===== config.mk =====
export PLATFORM = sky130hd
export DESIGN_NAME = hazard_ctrl
export DESIGN_NICKNAME = d
export VERILOG_FILES = /design/src/rtl/cpu_pkg.sv /design/src/rtl/fwd_unit.sv /design/src/rtl/hazard_ctrl.sv
export SDC_FILE = /design/constraint.sdc
export NUM_CORES = 1
export LEC_CHECK = 0
export ABC_AREA = 1
export BUFFER_PORTS_ARGS = -buffer_cell sky130_fd_sc_hd__buf_2
export CORE_MARGIN = 2
export CORE_UTILIZATION = 45
export DETAILED_ROUTE_END_ITERATION = 7
export PLACE_DENSITY = 0.77
export SETUP_SLACK_MARGIN = 0.1
export SKIP_CTS_REPAIR_TIMING = 1
export SYNTH_ARGS = -nofsm -noshare
export SYNTH_HDL_FRONTEND = slang
export SYNTH_HIERARCHICAL = 1
export SYNTH_SLANG_ARGS = --single-unit

===== constraint.sdc =====
create_clock -name clk -period 1.6 [get_ports clk]
set_input_delay 0.32 -clock clk [delete_from_list [all_inputs] [get_ports clk]]
set_output_delay 0.32 -clock clk [all_outputs]
set_load 0.02 [all_outputs]

===== src/rtl/cpu_pkg.sv =====
// Shared pipeline-control types: forwarding selects, hazard FSM states and
// the bundle of stall/flush strobes driven into the pipeline registers.
package cpu_pkg;

    typedef enum logic [1:0] {
        FWD_RF  = 2'b00,
        FWD_MEM = 2'b01,
        FWD_WB  = 2'b10
    } fwd_sel_t;

    typedef enum logic [1:0] {
        HZ_RUN    = 2'd0,
        HZ_DRAIN  = 2'd1,
        HZ_INJECT = 2'd2
    } hz_state_t;

    typedef struct packed {
        logic pc_stall;
        logic if_id_stall;
        logic if_id_flush;
        logic id_ex_stall;
        logic id_ex_flush;
        logic ex_mem_stall;
    } pipe_ctl_t;

    localparam pipe_ctl_t CTL_IDLE = 6'b000000;

    // A memory freeze holds every stage and never flushes anything.
    function automatic pipe_ctl_t ctl_freeze();
        pipe_ctl_t c;
        c              = CTL_IDLE;
        c.pc_stall     = 1'b1;
        c.if_id_stall  = 1'b1;
        c.id_ex_stall  = 1'b1;
        c.ex_mem_stall = 1'b1;
        return c;
    endfunction

endpackage


===== src/rtl/fwd_unit.sv =====
// EX-stage operand forwarding select. The younger producer (EX_MEM) wins
// over MEM_WB; register 0 is an ordinary register here.
module fwd_unit
    import cpu_pkg::*;
#(
    parameter int RAW = 4
) (
    input  logic [RAW-1:0] ex_rs1,
    input  logic [RAW-1:0] ex_rs2,
    input  logic [RAW-1:0] mem_reg_dst,
    input  logic           mem_reg_wr,
    input  logic [RAW-1:0] wb_reg_dst,
    input  logic           wb_reg_wr,
    output fwd_sel_t       fwd_a,
    output fwd_sel_t       fwd_b
);

    function automatic fwd_sel_t pick(
        input logic [RAW-1:0] rs,
        input logic           m_wr,
        input logic [RAW-1:0] m_dst,
        input logic           w_wr,
        input logic [RAW-1:0] w_dst
    );
        fwd_sel_t sel;
        if (m_wr && (m_dst == rs)) begin
            sel = FWD_MEM;
        end else if (w_wr && (w_dst == rs)) begin
            sel = FWD_WB;
        end else begin
            sel = FWD_RF;
        end
        return sel;
    endfunction

    // Select source for both EX operands.
    always_comb begin
        fwd_a = pick(ex_rs1, mem_reg_wr, mem_reg_dst, wb_reg_wr, wb_reg_dst);
        fwd_b = pick(ex_rs2, mem_reg_wr, mem_reg_dst, wb_reg_wr, wb_reg_dst);
    end

endmodule


===== src/rtl/hazard_ctrl.sv =====
// Pipeline hazard/control unit: load-use bubbles, branch flushes, memory
// freeze, interrupt drain/inject sequencing and a saturating stall counter.
module hazard_ctrl
    import cpu_pkg::*;
#(
    parameter int RAW       = 4,
    parameter int DRAIN_CYC = 2,
    parameter int CNT_W     = 16
) (
    input  logic             clk,
    input  logic             rst_n,
    input  logic [RAW-1:0]   id_rs1,
    input  logic [RAW-1:0]   id_rs2,
    input  logic             id_use1,
    input  logic             id_use2,
    input  logic [RAW-1:0]   ex_rs1,
    input  logic [RAW-1:0]   ex_rs2,
    input  logic [RAW-1:0]   ex_reg_dst,
    input  logic             ex_reg_wr,
    input  logic             ex_wb_sel,
    input  logic [RAW-1:0]   mem_reg_dst,
    input  logic             mem_reg_wr,
    input  logic [RAW-1:0]   wb_reg_dst,
    input  logic             wb_reg_wr,
    input  logic             branch_taken,
    input  logic             mem_busy,
    input  logic             intr_req,
    output logic             pc_stall,
    output logic             if_id_stall,
    output logic             if_id_flush,
    output logic             id_ex_stall,
    output logic             id_ex_flush,
    output logic             ex_mem_stall,
    output logic [1:0]       fwd_a,
    output logic [1:0]       fwd_b,
    output logic             intr_inject,
    output logic             intr_ack,
    output logic [CNT_W-1:0] stall_cnt
);

    localparam int DCW = (DRAIN_CYC > 1) ? $clog2(DRAIN_CYC) : 1;
    localparam logic [DCW-1:0] DRAIN_LOAD = DCW'(DRAIN_CYC - 1);

    hz_state_t        state_q, state_d;
    logic [DCW-1:0]   cnt_q, cnt_d;
    logic [CNT_W-1:0] stall_cnt_q, stall_cnt_d;

    fwd_sel_t  fwd_a_s, fwd_b_s;
    pipe_ctl_t ctl_s;
    logic      lu_s;
    logic      inject_s;

    fwd_unit #(
        .RAW (RAW)
    ) u_fwd (
        .ex_rs1      (ex_rs1),
        .ex_rs2      (ex_rs2),
        .mem_reg_dst (mem_reg_dst),
        .mem_reg_wr  (mem_reg_wr),
        .wb_reg_dst  (wb_reg_dst),
        .wb_reg_wr   (wb_reg_wr),
        .fwd_a       (fwd_a_s),
        .fwd_b       (fwd_b_s)
    );

    // Load in EX whose result the ID instruction needs next cycle.
    always_comb begin
        lu_s = ex_reg_wr && ex_wb_sel &&
               ((id_use1 && (id_rs1 == ex_reg_dst)) ||
                (id_use2 && (id_rs2 == ex_reg_dst)));
    end

    // Stall/flush priority: freeze > interrupt sequencing > branch > load-use.
    always_comb begin
        ctl_s    = CTL_IDLE;
        inject_s = 1'b0;
        if (mem_busy) begin
            ctl_s = ctl_freeze();
        end else begin
            case (state_q)
                HZ_RUN: begin
                    if (branch_taken) begin
                        ctl_s.if_id_flush = 1'b1;
                        ctl_s.id_ex_flush = 1'b1;
                    end else if (lu_s) begin
                        ctl_s.pc_stall    = 1'b1;
                        ctl_s.if_id_stall = 1'b1;
                        ctl_s.id_ex_flush = 1'b1;
                    end else begin
                        ctl_s = CTL_IDLE;
                    end
                end
                HZ_DRAIN: begin
                    // IF_ID is being emptied, so load-use cannot arise here.
                    ctl_s.pc_stall    = 1'b1;
                    ctl_s.if_id_flush = 1'b1;
                    ctl_s.id_ex_flush = branch_taken;
                end
                HZ_INJECT: begin
                    ctl_s.pc_stall    = 1'b1;
                    ctl_s.if_id_flush = 1'b1;
                end
                default: begin
                    ctl_s = CTL_IDLE;
                end
            endcase
        end
        // The slot stays offered through a freeze; ID_EX is stalled so it lands once.
        if (state_q == HZ_INJECT) begin
            inject_s = 1'b1;
        end else begin
            inject_s = 1'b0;
        end
    end

    // Interrupt FSM and drain counter next-state; both hold while frozen.
    always_comb begin
        state_d = state_q;
        cnt_d   = cnt_q;
        case (state_q)
            HZ_RUN: begin
                if (intr_req && !mem_busy && !lu_s) begin
                    state_d = HZ_DRAIN;
                    cnt_d   = DRAIN_LOAD;
                end else begin
                    state_d = HZ_RUN;
                end
            end
            HZ_DRAIN: begin
                if (mem_busy) begin
                    state_d = HZ_DRAIN;
                end else if (cnt_q == {DCW{1'b0}}) begin
                    state_d = HZ_INJECT;
                end else begin
                    cnt_d = cnt_q - DCW'(1);
                end
            end
            HZ_INJECT: begin
                if (mem_busy) begin
                    state_d = HZ_INJECT;
                end else begin
                    state_d = HZ_RUN;
                end
            end
            default: begin
                state_d = HZ_RUN;
                cnt_d   = {DCW{1'b0}};
            end
        endcase
    end

    // Saturating count of cycles with the PC held.
    always_comb begin
        if (ctl_s.pc_stall && (stall_cnt_q != {CNT_W{1'b1}})) begin
            stall_cnt_d = stall_cnt_q + CNT_W'(1);
        end else begin
            stall_cnt_d = stall_cnt_q;
        end
    end

    // State, drain counter and performance counter flops.
    always_ff @(posedge clk or negedge rst_n) begin
        if (!rst_n) begin
            state_q     <= HZ_RUN;
            cnt_q       <= {DCW{1'b0}};
            stall_cnt_q <= {CNT_W{1'b0}};
        end else begin
            state_q     <= state_d;
            cnt_q       <= cnt_d;
            stall_cnt_q <= stall_cnt_d;
        end
    end

    // Every control output is forced quiet while reset is asserted.
    always_comb begin
        if (rst_n) begin
            pc_stall     = ctl_s.pc_stall;
            if_id_stall  = ctl_s.if_id_stall;
            if_id_flush  = ctl_s.if_id_flush;
            id_ex_stall  = ctl_s.id_ex_stall;
            id_ex_flush  = ctl_s.id_ex_flush;
            ex_mem_stall = ctl_s.ex_mem_stall;
            fwd_a        = fwd_a_s;
            fwd_b        = fwd_b_s;
            intr_inject  = inject_s;
            intr_ack     = inject_s;
        end else begin
            pc_stall     = 1'b0;
            if_id_stall  = 1'b0;
            if_id_flush  = 1'b0;
            id_ex_stall  = 1'b0;
            id_ex_flush  = 1'b0;
            ex_mem_stall = 1'b0;
            fwd_a        = 2'b00;
            fwd_b        = 2'b00;
            intr_inject  = 1'b0;
            intr_ack     = 1'b0;
        end
    end

    assign stall_cnt = stall_cnt_q;

endmodule


==> run_results.csv <==
group,metric,value,unit
timing,fmax,562.7,MHz
clock_network,cts_tree,"built",
timing,fin_crit_sh,111.1,%
placed_design,place_congestion,0.8018,
clock_network,cts_buffers,3,
job,cap_violations,0,
timing,fin_skew,0.005455,ns
synth,synth_cell_types,29,
outcome,status,"finished, violations left",
synth,ys_warn_count,6,
floorplan,std_cell_rows,22,
layout,diodes,0,
critical_path,cp.required,1.28,ns
critical_path,start_kind,"register",
timing,setup_viol,20,
detailed_routing,drtIter0Drc,117,
detailed_routing,firstDrtPassIters,4,
floorplan,placeableCoreArea,0.003716,mm^2
critical_path,rrSetupSlack,-0.08,ns
floorplan,dieArea,0.004440,mm^2
global_route,grt_start_max_net_pins,24,
synth,synth_area,0.001765,mm^2
floorplan,chipWidth,66.64,um
clock_network,clk_latency,0.26,ns
layout,design_area,0.002823,mm^2
placed_design,dpl.hpwl,3364,um
pwr,p_clk_share,12.9,%
pwr,cellPowerDensity,964.7,mW/mm^2
timing,min_period,1.777,ns
synth,synth_seq_cells,19,
synth,yosys.area.top_type,"dfrtp_1",
floorplan,fp.dieH,66.64,um
placed_design,placed_cell_area,0.002340,mm^2
pwr,p_switching,1264,uW
detailed_routing,drt-met1-wl,2368,um
critical_path,startpoint,"state_q[1]",
timing,slew_violations,0,
detailed_routing,vias_per_cell,5.056,
critical_path,critPathArrivalTime,1.46,ns
pwr,p_sw_share,46.40,%
placed_design,port_buffers,66,
clock_network,cts_max_path_buffers,2,
outcome,violations,"setup timing",
clock_network,clk_pin_slew_worst_paths,0.08,ns
global_route,grt_use_total,20.98,%
layout,syn2layout_area_growth,59.89,%
pwr,combPwrFrac,60.4,%
synth,syn_avg_cell_area,6.109,um^2
global_route,grt_pass1_vias,1802,
detailed_routing,routed_wirelength,5787,um
synth,synthCells,289,
timing,rsz0062_at_grt,"true",
timing,hold_violations,0,
global_route,antenna_found_initial,0,
min_path,hp-class,"in2async",
synth,ys_seq_area_share,26.93,%
synth,synth_top_area_share,26.93,%
detailed_routing,drc,0,
timing,relSlewSlack,56.64,%
detailed_routing,wl_met2,2941,um
synth,synth_nets,333,
timing,tightest_slew,0.6497,ns
detailed_routing,num_vias,2184,
clock_network,cts_root_buf,"clkbuf_8",
pwr,p_leak,0.001513,uW
detailed_routing,routedWlPerCell,13.40,um
detailed_routing,ant_nets,0,
pwr,ir_worst_vdd,0.0009229,V
pwr,p_int,1459,uW
clock_network,htree_levels,1,
detailed_routing,wl_met3,309,um
critical_path,timing.rr.end,"stall_cnt[6]",
critical_path,criticalPathCategory,"reg2out",
timing,hold_slack,0.2041,ns
timing,fin_ws,-0.1773,ns
critical_path,timing.rr.start,"stall_cnt[1]",
global_route,grt_pass1_wl,7396,um
placed_design,dp_slack,-0.1062,ns
clock_network,clkSinkCount,19,
critical_path,rr_worst_depth,10,
floorplan,io_pins,67,
pwr,power_frac_seq,26.7,%
critical_path,cp_max_fo,3,
critical_path,worstSetupEndpointType,"output port",
floorplan,start_util,47.51,%
synth,yosys-top-cells-area,"dfrtp_1 (27%), nand2_1 (22%), inv_1 (12%)",
layout,drive_gt1_share,43.75,%
layout,nets,429,
detailed_routing,routed.top_layer,"met4",
global_route,grt_overflow_total,0,
registers in the layout, summed over array words and instances (netlist names):
name / flops
state_q: 2
stall_cnt: 16
cnt_q: 1
cells by family (layout without fill, tap and decap cells):
group                    after synthesis  after routing  synth area share, %
AO/OA/AOI/OAI                         18             18                5.812
buffers and inverters                 63            155                14.74
adder cells (fa/ha/maj)                5              5                3.544
flip-flops                            19             19                26.93
AND/OR/NAND/NOR                      176            179                45.00
XOR/XNOR                               8              8                3.969
synthesized netlist by cell type, drive strengths merged:
cell type	count
nor2	26
inv	58
ha	5
xnor2	3
nand3	28
buf	4
o21ai	8
nor3	8
clkinv	1
xor2	5
nor4	3
o22ai	1
a2bb2oi	1
nand4	3
a21oi	5
a211oi	1
nand2	108
dfrtp	19
o211ai	2
cell usage in the layout (no fill, tap or decap), drive strengths merged:
cell / n
a211oi: 1
nor2: 26
a2bb2oi: 1
dlygate4sd3: 1
o22ai: 1
nand4: 3
nand2: 111
xor2: 5
a21oi: 5
nor4: 3
nor3: 8
xnor2: 3
o21ai: 8
buf: 91
dfrtp: 19
inv: 58
clkinv: 1
o211ai: 2
nand3: 28
ha: 5
clkbuf: 4
worst max path at each step:
stage | to | slack, ns
after floorplan | stall_cnt[11] | 0.05
after global placement | pc_stall | -0.09
after detailed placement | pc_stall | -0.11
after CTS | pc_stall | -0.26
after global routing | pc_stall | -0.25
final | id_ex_flush | -0.18
layout make-up:
cell class	instances	area [um^2]
Timing Repair Buffer	92	624.3
Clock buffer	4	45.04
Inverter	59	250.2
Multi-Input combinational cell	210	1363
Sequential cell	19	480.5
Tap cell	48	60.06
Fill cell	272	893.4
stage by stage:
| step | cells | util, % | power (uW) | setup TNS [ns] |
|---|---|---|---|---|
| 2_1_floorplan | 289 | - | 1528 | 0 |
| 3_3_place_gp | 411 | 62.96 | 1859 | -0.2756 |
| 3_5_place_dp | 411 | 62.96 | 1880 | -0.3659 |
| 4_1_cts | 415 | 64.18 | 2223 | -0.9064 |
| 5_1_grt | 432 | 75.96 | 2889 | -2.815 |
| 6_report | 432 | 75.96 | 2723 | -1.100 |
power groups by stage:
stage	Combinational [uW]	Sequential [uW]	Clock, uW
after detailed placement	1170	711	0
after global routing	1770	738	380
after CTS	1170	703	348
after global placement	1150	713	0
final	1640	727	352
after floorplan	752	776	0
critical path: stages (launching register included):
cell	delay, ns
dfrtp_1	0.40
inv_2	0.10
ha_1	0.21
o21ai_1	0.13
a211oi_4	0.22
buf_6	0.15
routing by layer:
layer  up-vias  global-route usage, %
met5         -                      0
met4         0                  4.082
met3        23                  4.054
met2        88                  35.38
met1       986                  27.94
li1       1087                      -
(Power assumes the default switching activity.)
